--- src/rtl/fp_pkg.sv ---
// rtl/fp_pkg.sv - shared widths, constants and state type for the standardizer datapath
package fp_pkg;

  localparam int EXP_W  = 8;
  localparam int MANT_W = 26;
  localparam int FRAC_W = 23;

  localparam logic [EXP_W-1:0] EXP_SPECIAL = 8'hFF;

  // Longest left-shift chain: leading one at bit 0 moved up to the hidden bit.
  localparam logic [4:0] SHIFT_CAP = 5'd24;

  typedef enum logic [1:0] {
    S_IDLE,
    S_NORM,
    S_ROUND,
    S_HOLD
  } std_state_t;

endpackage

--- src/rtl/std_round_rne.sv ---
// rtl/std_round_rne.sv - round-to-nearest-even on a normalized 26-bit mantissa
// Increments [25:1] on guard & (sticky | lsb), handles carry-out, subnormal promotion and infinity.
module std_round_rne
  import fp_pkg::*;
(
  input  logic [MANT_W-1:0] mant,
  input  logic [EXP_W-1:0]  exp_val,
  input  logic              sticky,
  output logic [FRAC_W-1:0] frac,
  output logic [EXP_W-1:0]  exp_res
);

  logic              guard;
  logic              lsb;
  logic              inc;
  logic [MANT_W-2:0] rounded;
  logic [EXP_W:0]    exp_wide;

  assign guard   = mant[0];
  assign lsb     = mant[1];
  assign inc     = guard & (sticky | lsb);
  assign rounded = mant[MANT_W-1:1] + {{(MANT_W-2){1'b0}}, inc};

  always_comb begin
    exp_wide = {1'b0, exp_val};
    frac     = rounded[FRAC_W-1:0];
    if (rounded[MANT_W-2]) begin
      // Rounding overflowed past the hidden bit: value is exactly 2^(e+1).
      exp_wide = exp_wide + (EXP_W+1)'(1);
      frac     = '0;
    end else if ((exp_val == '0) && rounded[FRAC_W]) begin
      exp_wide = (EXP_W+1)'(1);
    end
    if (exp_wide >= {1'b0, EXP_SPECIAL}) begin
      exp_wide = {1'b0, EXP_SPECIAL};
      frac     = '0;
    end
    exp_res = exp_wide[EXP_W-1:0];
  end

endmodule

--- src/rtl/standardizer_seq.sv ---
// rtl/standardizer_seq.sv - bit-serial normalize + RNE round of a raw add/sub result
// Optional status outputs enabled by defining STANDARDIZER_FLAGS_EN.
module standardizer_seq
  import fp_pkg::*;
(
  input  logic              clk,
  input  logic              rst_n,
  input  logic              in_valid,
  output logic              in_ready,
  input  logic              sign_in,
  input  logic [EXP_W-1:0]  exp_in,
  input  logic [MANT_W-1:0] mantis_in,
  input  logic              loss,
  input  logic              operator_in,
  output logic              out_valid,
  input  logic              out_ready,
  output logic              sign_out,
  output logic [EXP_W-1:0]  exp_out,
  output logic [FRAC_W-1:0] mantis_out
`ifdef STANDARDIZER_FLAGS_EN
  ,
  output logic              flag_overflow,
  output logic              flag_underflow,
  output logic              flag_inexact
`endif
);

  std_state_t        state;
  logic [MANT_W-1:0] mant;
  logic [EXP_W-1:0]  exp_r;
  logic              sign_r;
  logic              op_r;
  logic              sticky;
  logic [4:0]        shift_cnt;

  logic [FRAC_W-1:0] rnd_frac;
  logic [EXP_W-1:0]  rnd_exp;

  logic              can_shift_left;

  assign can_shift_left = !mant[MANT_W-1] && !mant[MANT_W-2] && (exp_r > 8'd1);

  std_round_rne u_round (
    .mant    (mant),
    .exp_val (exp_r),
    .sticky  (sticky),
    .frac    (rnd_frac),
    .exp_res (rnd_exp)
  );

  always_ff @(posedge clk or negedge rst_n) begin
    if (!rst_n) begin
      state      <= S_IDLE;
      in_ready   <= 1'b1;
      out_valid  <= 1'b0;
      sign_out   <= 1'b0;
      exp_out    <= '0;
      mantis_out <= '0;
      mant       <= '0;
      exp_r      <= '0;
      sign_r     <= 1'b0;
      op_r       <= 1'b0;
      sticky     <= 1'b0;
      shift_cnt  <= '0;
`ifdef STANDARDIZER_FLAGS_EN
      flag_overflow  <= 1'b0;
      flag_underflow <= 1'b0;
      flag_inexact   <= 1'b0;
`endif
    end else begin
      case (state)
        S_IDLE: begin
          if (in_valid) begin
            sign_r    <= sign_in;
            exp_r     <= exp_in;
            mant      <= mantis_in;
            sticky    <= loss;
            op_r      <= operator_in;
            shift_cnt <= '0;
            in_ready  <= 1'b0;
            state     <= (exp_in == EXP_SPECIAL) ? S_HOLD : S_NORM;
          end
        end

        S_NORM: begin
          if (mant == '0) begin
            // Exact cancellation of x - x yields +0.
            sign_out   <= sign_r & ~op_r;
            exp_out    <= '0;
            mantis_out <= '0;
            out_valid  <= 1'b1;
`ifdef STANDARDIZER_FLAGS_EN
            flag_overflow  <= 1'b0;
            flag_underflow <= sticky;
            flag_inexact   <= 1'b0;
`endif
            state      <= S_HOLD;
          end else if (mant[MANT_W-1]) begin
            mant   <= {1'b0, mant[MANT_W-1:1]};
            exp_r  <= exp_r + 8'd1;
            sticky <= sticky | mant[0];
            state  <= S_ROUND;
          end else if (can_shift_left && (shift_cnt != SHIFT_CAP)) begin
            mant      <= {mant[MANT_W-2:0], 1'b0};
            exp_r     <= exp_r - 8'd1;
            shift_cnt <= shift_cnt + 5'd1;
          end else if (!mant[MANT_W-2] && (exp_r <= 8'd1)) begin
            exp_r <= '0;
            state <= S_ROUND;
          end else begin
            state <= S_ROUND;
          end
        end

        S_ROUND: begin
          sign_out   <= sign_r;
          exp_out    <= rnd_exp;
          mantis_out <= rnd_frac;
          out_valid  <= 1'b1;
`ifdef STANDARDIZER_FLAGS_EN
          flag_overflow  <= (rnd_exp == EXP_SPECIAL);
          flag_underflow <= (rnd_exp == '0) && (mant[0] | sticky);
          flag_inexact   <= mant[0] | sticky;
`endif
          state      <= S_HOLD;
        end

        S_HOLD: begin
          if (!out_valid) begin
            // Special operands arrive here straight from IDLE and are published one cycle later.
            sign_out   <= sign_r;
            exp_out    <= EXP_SPECIAL;
            mantis_out <= mant[FRAC_W:1];
            out_valid  <= 1'b1;
`ifdef STANDARDIZER_FLAGS_EN
            flag_overflow  <= 1'b0;
            flag_underflow <= 1'b0;
            flag_inexact   <= 1'b0;
`endif
          end else if (out_ready) begin
            out_valid <= 1'b0;
            in_ready  <= 1'b1;
            state     <= S_IDLE;
          end
        end

        default: begin
          state <= S_IDLE;
        end
      endcase
    end
  end

`ifndef SYNTHESIS
  a_shift_cap: assert property (@(posedge clk) disable iff (!rst_n)
    ((state == S_NORM) && (mant != '0) && can_shift_left) |-> (shift_cnt < SHIFT_CAP));
`endif

endmodule

--- config.mk ---
export PLATFORM = sky130hd
export DESIGN_NAME = standardizer_seq
export DESIGN_NICKNAME = d
export VERILOG_FILES = /design/src/rtl/fp_pkg.sv /design/src/rtl/std_round_rne.sv /design/src/rtl/standardizer_seq.sv
export SDC_FILE = /design/constraint.sdc
export NUM_CORES = 1
export LEC_CHECK = 0
export ABC_AREA = 0
export CAP_MARGIN = 20
export CORE_MARGIN = 2
export CORE_UTILIZATION = 50
export CTS_CLUSTER_SIZE = 24
export DETAILED_ROUTE_END_ITERATION = 16
export PLACE_DENSITY_LB_ADDON = 0.08
export SETUP_SLACK_MARGIN = 0.5
export SYNTH_ARGS = -nofsm -noshare
export SYNTH_HDL_FRONTEND = slang
export SYNTH_SLANG_ARGS = --single-unit
--- constraint.sdc ---
create_clock -name clk -period 2.7 [get_ports clk]
set_input_delay 0.54 -clock clk [delete_from_list [all_inputs] [get_ports clk]]
set_output_delay 0.54 -clock clk [all_outputs]
set_load 0.02 [all_outputs]
Word-level counts from Yosys, hierarchy flattened --
Index checks and enable logic that the tools add are counted. W data, S select, Z words.
Word-level totals: register bits after elaboration 78, logic and storage cells 116, bits of input ports 41, output and inout port bits 34
Cells by class: magnitude comparators 3, add/sub/neg operators 5, mux-type cells 50, reductions and logical operators 23, equality and inequality tests 17, bitwise gates (word level) 5
Operators by type and width (count):
- $mux W26 | 4
- $mux W23 | 4
- $mux W8 | 9
- $pmux W23 S3 | 1
- $pmux W26 S2 | 1
- $logic_not A26 Y1 | 1
- $add A25 B1 Y25 | 1
- $pmux W8 S3 | 1
- $mux W5 | 4
- $reduce_and A4 Y1 | 5
- $ne A2 B2 Y1 const B | 9
- $pmux W8 S2 | 1
- $mux W2 | 7
- $mux W1 | 11
- $pmux W5 S2 | 1
- $add A8 B1 Y9 const B | 1
- $ge A9 B8 Y1 const B | 1
- $mux W9 | 1
- $add A8 B1 Y8 const B | 1
- $eq A8 B8 Y1 const B | 1
- $gt A8 B1 Y1 const B | 1
- $le A8 B1 Y1 const B | 1
- $logic_not A8 Y1 | 1
- $ne A4 B4 Y1 const B | 2
- other kinds (20) | 33

Depth between registers and ports, before layout --
depth in word-level cells 9, gate-level depth with buffers 12, mapped depth without buffers 10

Cells and area by module --
Synthesis repeated with hierarchy kept, for this count alone.
Second synthesis, totals: cell total of the unflattened synthesis 610, area, all modules 5250.0 um^2
By module, submodules not included:
- standardizer_seq | area each 4329.2 um^2, cells an instance 459, seq. area each 1953.1 um^2, instances 1
- std_round_rne | area each 920.9 um^2, cells an instance 151, seq. area each 0.0 um^2, instances 1

Worst setup path before layout --
Ideal clock, no wire load.
path type register -> register, start register exp_r[1], end register mantis_out[11], arrival 2.586 ns, data required time 2.618 ns, cell stages (with the launch flop) 12, path slack 0.032 ns, period minus slack after synthesis 2.668 ns, path buffers 1, library setup time 0.082 ns, cells stage by stage dfrtp_1 -> clkbuf_1 -> inv_1 -> ha_1 -> nor3b_2 -> nand3_1 -> nand4b_1 -> a21oi_2 -> nor4_4 -> or2_1 -> or3_1 -> a31oi_1
Between the ends: cells in the longest elaborated chain, start to end 7, elaborated cells on any way between the ends 8, classes of those cells 1 x add/sub; 1 x order compare; 4 x mux; 2 x reduce/logical
RTL lines:
- start, declared | line standardizer_seq.sv:30 | logic [EXP_W-1:0] exp_r;
- start signal, assigned | line standardizer_seq.sv:75 | exp_r <= exp_in;
- start signal, assigned | line standardizer_seq.sv:100 | exp_r <= exp_r + 8'd1;
- start signal, assigned | line standardizer_seq.sv:105 | exp_r <= exp_r - 8'd1;
- parallel branches: the longest is 3 deep, another holds $add A8 B1 Y9
- $mux W9 * | line std_round_rne.sv:27 | if (rounded[MANT_W-2]) begin
- $ge A9 B8 Y1 * | line std_round_rne.sv:34 | if (exp_wide >= {1'b0, EXP_SPECIAL}) begin
- $mux W23 * | line std_round_rne.sv:34
- $pmux W23 S3 * | line standardizer_seq.sv:71 | case (state)
- end signal, assigned | line standardizer_seq.sv:118 | mantis_out <= rnd_frac;
- end signal, assigned | line standardizer_seq.sv:133 | mantis_out <= mant[FRAC_W:1];
- end, declared | line standardizer_seq.sv:19 | output logic [FRAC_W-1:0] mantis_out
Mark *: on every way between the ends. A chain may end at the register's enable or synchronous reset.

Final worst setup path --
start register mant[20], end register exp_r[0]
Between the ends: cells in the longest elaborated chain, start to end 3
RTL lines:
- start, declared | line standardizer_seq.sv:29 | logic [MANT_W-1:0] mant;
- start signal, assigned | line standardizer_seq.sv:76 | mant <= mantis_in;
- start signal, assigned | line standardizer_seq.sv:99 | mant <= {1'b0, mant[MANT_W-1:1]};
- start signal, assigned | line standardizer_seq.sv:104 | mant <= {mant[MANT_W-2:0], 1'b0};
- $logic_not A26 Y1 | line standardizer_seq.sv:86 | if (mant == '0) begin
- $ne A2 B2 Y1 (no line)
- $reduce_and A4 Y1 (no line)
Every way passes these cells.

==> metrics.csv <==
metric;value;unit
status;finished clean;
critical path capture point type;flop;
final core utilization;0.780;
cell area after layout;7620;um2
worst path bufs/invs;2;
cell taking the most area after synthesis;sky130_fd_sc_hd__dfrtp_1;
FFs w/ async S/R, synth;1.00;
Detailed Place HPWL;11.0;mm
Mapped Avg Cell Area;8.18;um2
setup slack, reg-to-reg;0.17;ns
drt first pass iters;6;
Required @ worst endpoint;2.95;ns
count of state elements after synthesis;78;
number of ports placed on the die boundary;75;
hold violation count in the final report;0;
detail-routed via count per cell;6.52;
headroom to the max-slew limit;0.646;
critical path start-end classification;flop to flop;
Internal Dissipation;5.59;mW
total congestion overflow;0;
Highest Clock Rate;396;MHz
number of buffers inserted during clock tree synthesis;9;
via count;5933;
layout cell share with drive strength beyond 1;0.324;
leakage component of the power;3.10;nW
leading cell type by number of instances after synthesis;sky130_fd_sc_hd__nor2_1;
worst flop-to-flop path startpoint;mant[20]$_DFFE_PN0P_;
effective utilization at floorplan;0.516;
met1 global-route usage;0.439;
R2R Path End;exp_r[0]$_DFFE_PN0P_;
proportion of netlist area held by the largest area contributor;0.382;
overall die width;104;um
Sw Share;0.471;
critical path fanouts, max;6;
TritonCTS clock tree;yes;
number of unique standard cell types used by synthesis;65;
Post-Route Skew;0.00885;ns
max capacitance violation total;0;
critical path depth;9;
nets;823;
largest net degree at the start of global routing;51;
Antenna diodes;0;
Most Used Layer, Global Route;met2;
Cell Rows;36;
routability congestion estimate;0.929;
Critical Path Sink;exp_r[0]$_DFFE_PN0P_;
power spent charging and discharging nets;4.97;mW
relative contribution of combinational cells to total power;0.673;
hold-fix buffer count after cts;0;
post-layout worst setup margin;0.175;ns
Post-synth top flop;sky130_fd_sc_hd__dfrtp_1;
number of buffers between clock root and the deepest sink;2;
register clock-pin slew on the reported worst setup and hold paths;0.08;ns
unrepaired setup endpoints after global routing;true;
Syn-to-layout area delta;51.0;%
placed instance area;6240;um2
clock latency on the worst-skew pair;0.37;ns
Placement Setup Slack;-0.0138;ns
Syn. warnings;0;
final worst-path cycle share;0.935;
post-DR wirelength/cell;20.0;um
library cell used as clock root buffer;sky130_fd_sc_hd__clkbuf_8;
Worst path top cell family by delay;simple AND/OR/NAND/NOR gates;
path class of the lowest-slack min-delay path;input pin to async pin;
CP max-delay cell;sky130_fd_sc_hd__dfrtp_2;
Port-buffer cells;74;
Power per Cell Area;1390;nW/um2
list of cells traversed by the critical path;nor4_1 > nand4_1 > buf_6 > nor3_4 > a211o_1 > a21o_1 > o31a_1 > buf_6 > mux2_2;
vias in the first global route;5290;
maximum ir drop on the vdd rail;0.851;mV
footprint of the multi-input gates;3380;um2
met2 capacity usage during global routing;0.477;
final count of pins violating max slew;0;
global-route wire length before repair;27.2;mm
final worst path period need;2.53;ns
combined area of all synthesized cells;5040;um2
clock power share;0.100;
filler cell count;645;
sequential cell area in the final layout;1970;um2
met3 global-route usage;0.0633;
slew at the pin closest to its max-slew limit;0.526;ns
Synth area leaders;sky130_fd_sc_hd__dfrtp_1, sky130_fd_sc_hd__nor2_1, sky130_fd_sc_hd__a221oi_1;
Max H-tree Level;3;
CP Launch Point;mant[20]$_DFFE_PN0P_;
floorplan die area;10900;um2
cell count after synthesis;617;
Total GRT Usage;0.307;
DRC violations left;0;
CTS Sinks;78;
residual antenna-violating net count after detailed routing;0;
startpoint type of the worst setup path;flop;
sequential power share;0.227;
CP arrival;2.78;ns
part of the Yosys area used for sequential elements;0.387;
antenna violations before repair;0;
number of setup violations in the final report;0;
largest incremental delay on the critical path;0.44;ns
logic depth of the worst register-to-register path;9;
most used cell along the critical path;sky130_fd_sc_hd__buf_6;
most instantiated cells after synthesis;sky130_fd_sc_hd__nor2_1, sky130_fd_sc_hd__dfrtp_1, sky130_fd_sc_hd__nand2_1, sky130_fd_sc_hd__clkbuf_1, sky130_fd_sc_hd__o21ai_0;
die height;104;um
number of flops mapped to enable cells by yosys;0;
1st-iter DRT viols;826;
core region area;9770;um2
post-detailed-routing wire length;18.2;mm
net count after synthesis;668;
==> worst reg2reg max path, delay by kind of cell (launching register included) <==
family / cells / cell delay [ns]
DFF: 1 / 0.44
muxes: 1 / 0.33
AOI/OAI and AO/OA: 3 / 0.61
buffers and inverters: 2 / 0.33
and+or+nand+nor: 3 / 0.70
==> stage by stage <==
step	setup TNS [ns]	cells	total power [mW]	hold WS, ns
6_report	0	910	10.6	0.110
5_1_grt	0	910	11.1	0.141
4_1_cts	0	878	9.24	0.124
3_5_place_dp	-0.0138	819	7.59	0.476
3_3_place_gp	0	819	7.45	0.464
2_1_floorplan	0	617	5.74	0.244
==> area by class of cell <==
cell class	instances	share of cell area
Clock inverter	4	0.0125
Clock buffer	12	0.0177
Inverter	13	0.00722
Sequential cell	78	0.259
Timing Repair Buffer	199	0.239
Multi-Input combinational cell	471	0.443
Tap cell	133	0.0218
==> power by group through the flow <==
stage	logic (mW)	clock network [mW]	registers, mW
floorplan	3.34	0	2.40
global placement	5.08	0	2.37
detailed placement	5.19	0	2.40
CTS	5.84	1.06	2.34
global route	7.56	1.11	2.46
finish	7.10	1.06	2.40
==> flip-flops by register name, summed over array words and instances (netlist names) <==
signal and flops:
exp_out 8, exp_r 8, in_ready 1, mant 26
mantis_out 23, op_r 1, out_valid 1, shift_cnt 5
sign_out 1, sign_r 1, state 2, sticky 1
==> worst min path at each step <==
stage                         startpoint                    endpoint  slack (ns)  cells past startpoint
2_1_floorplan                      rst_n      exp_out[0]$_DFFE_PN0P_        0.24                      0
3_3_place_gp   mantis_out[1]$_DFFE_PN0P_   mantis_out[1]$_DFFE_PN0P_        0.46                      2
3_5_place_dp   mantis_out[1]$_DFFE_PN0P_   mantis_out[1]$_DFFE_PN0P_        0.48                      2
4_1_cts                            rst_n   mantis_out[9]$_DFFE_PN0P_        0.12                      1
5_1_grt                            rst_n  mantis_out[12]$_DFFE_PN0P_        0.14                      1
6_report                           rst_n   mantis_out[9]$_DFFE_PN0P_        0.11                      1
==> repair_timing <==
| action | in CTS | in global routing |
|---|---|---|
| setup endpoints to repair | 70 | 71 |
| cloned | 4 | 1 |
| buffers inserted | 39 | 31 |
| pin swaps | 25 | 42 |
| resized for setup | 61 | 87 |
==> cell usage in the layout, fill, tap and decap left out, drive strengths merged, types with 3 or more instances in the layout <==
cell type	instances
nor4	7
mux2	4
nor3b	6
nand4b	4
bufinv	3
a211oi	4
nand3b	11
nor2b	3
inv	12
ha	10
a31oi	26
a221oi	27
o21ai	48
and4	5
nand4	10
nand2	61
and2	4
nor3	22
o211ai	4
a21oi	15
xnor2	4
clkbuf	12
buf	125
o22ai	3
and3	11
xor2	8
a21o	3
or3	6
nor2	91
o31ai	29
dfrtp	77
nand3	23
clkdlybuf4s50	73
==> cell families (layout without fill, tap and decap cells) <==
family | count (synthesis) | count (layout) | share of synthesized area
xor gates and xnor gates | 12 | 12 | 0.0246
and+or+nand+nor | 266 | 267 | 0.260
AOI/OAI and AO/OA | 177 | 177 | 0.237
muxes | 5 | 5 | 0.0109
DFF | 78 | 78 | 0.387
adders and majority gates | 10 | 10 | 0.0248
buffers and inverters | 69 | 228 | 0.0558
==> per-layer routing <==
layer / share of wire / up-vias
met5: 0 / -
met4: 0.034 / 0
met3: 0.10 / 87
met2: 0.46 / 418
met1: 0.40 / 2837
li1: - / 2591
Power figures use the tool's default switching activity.
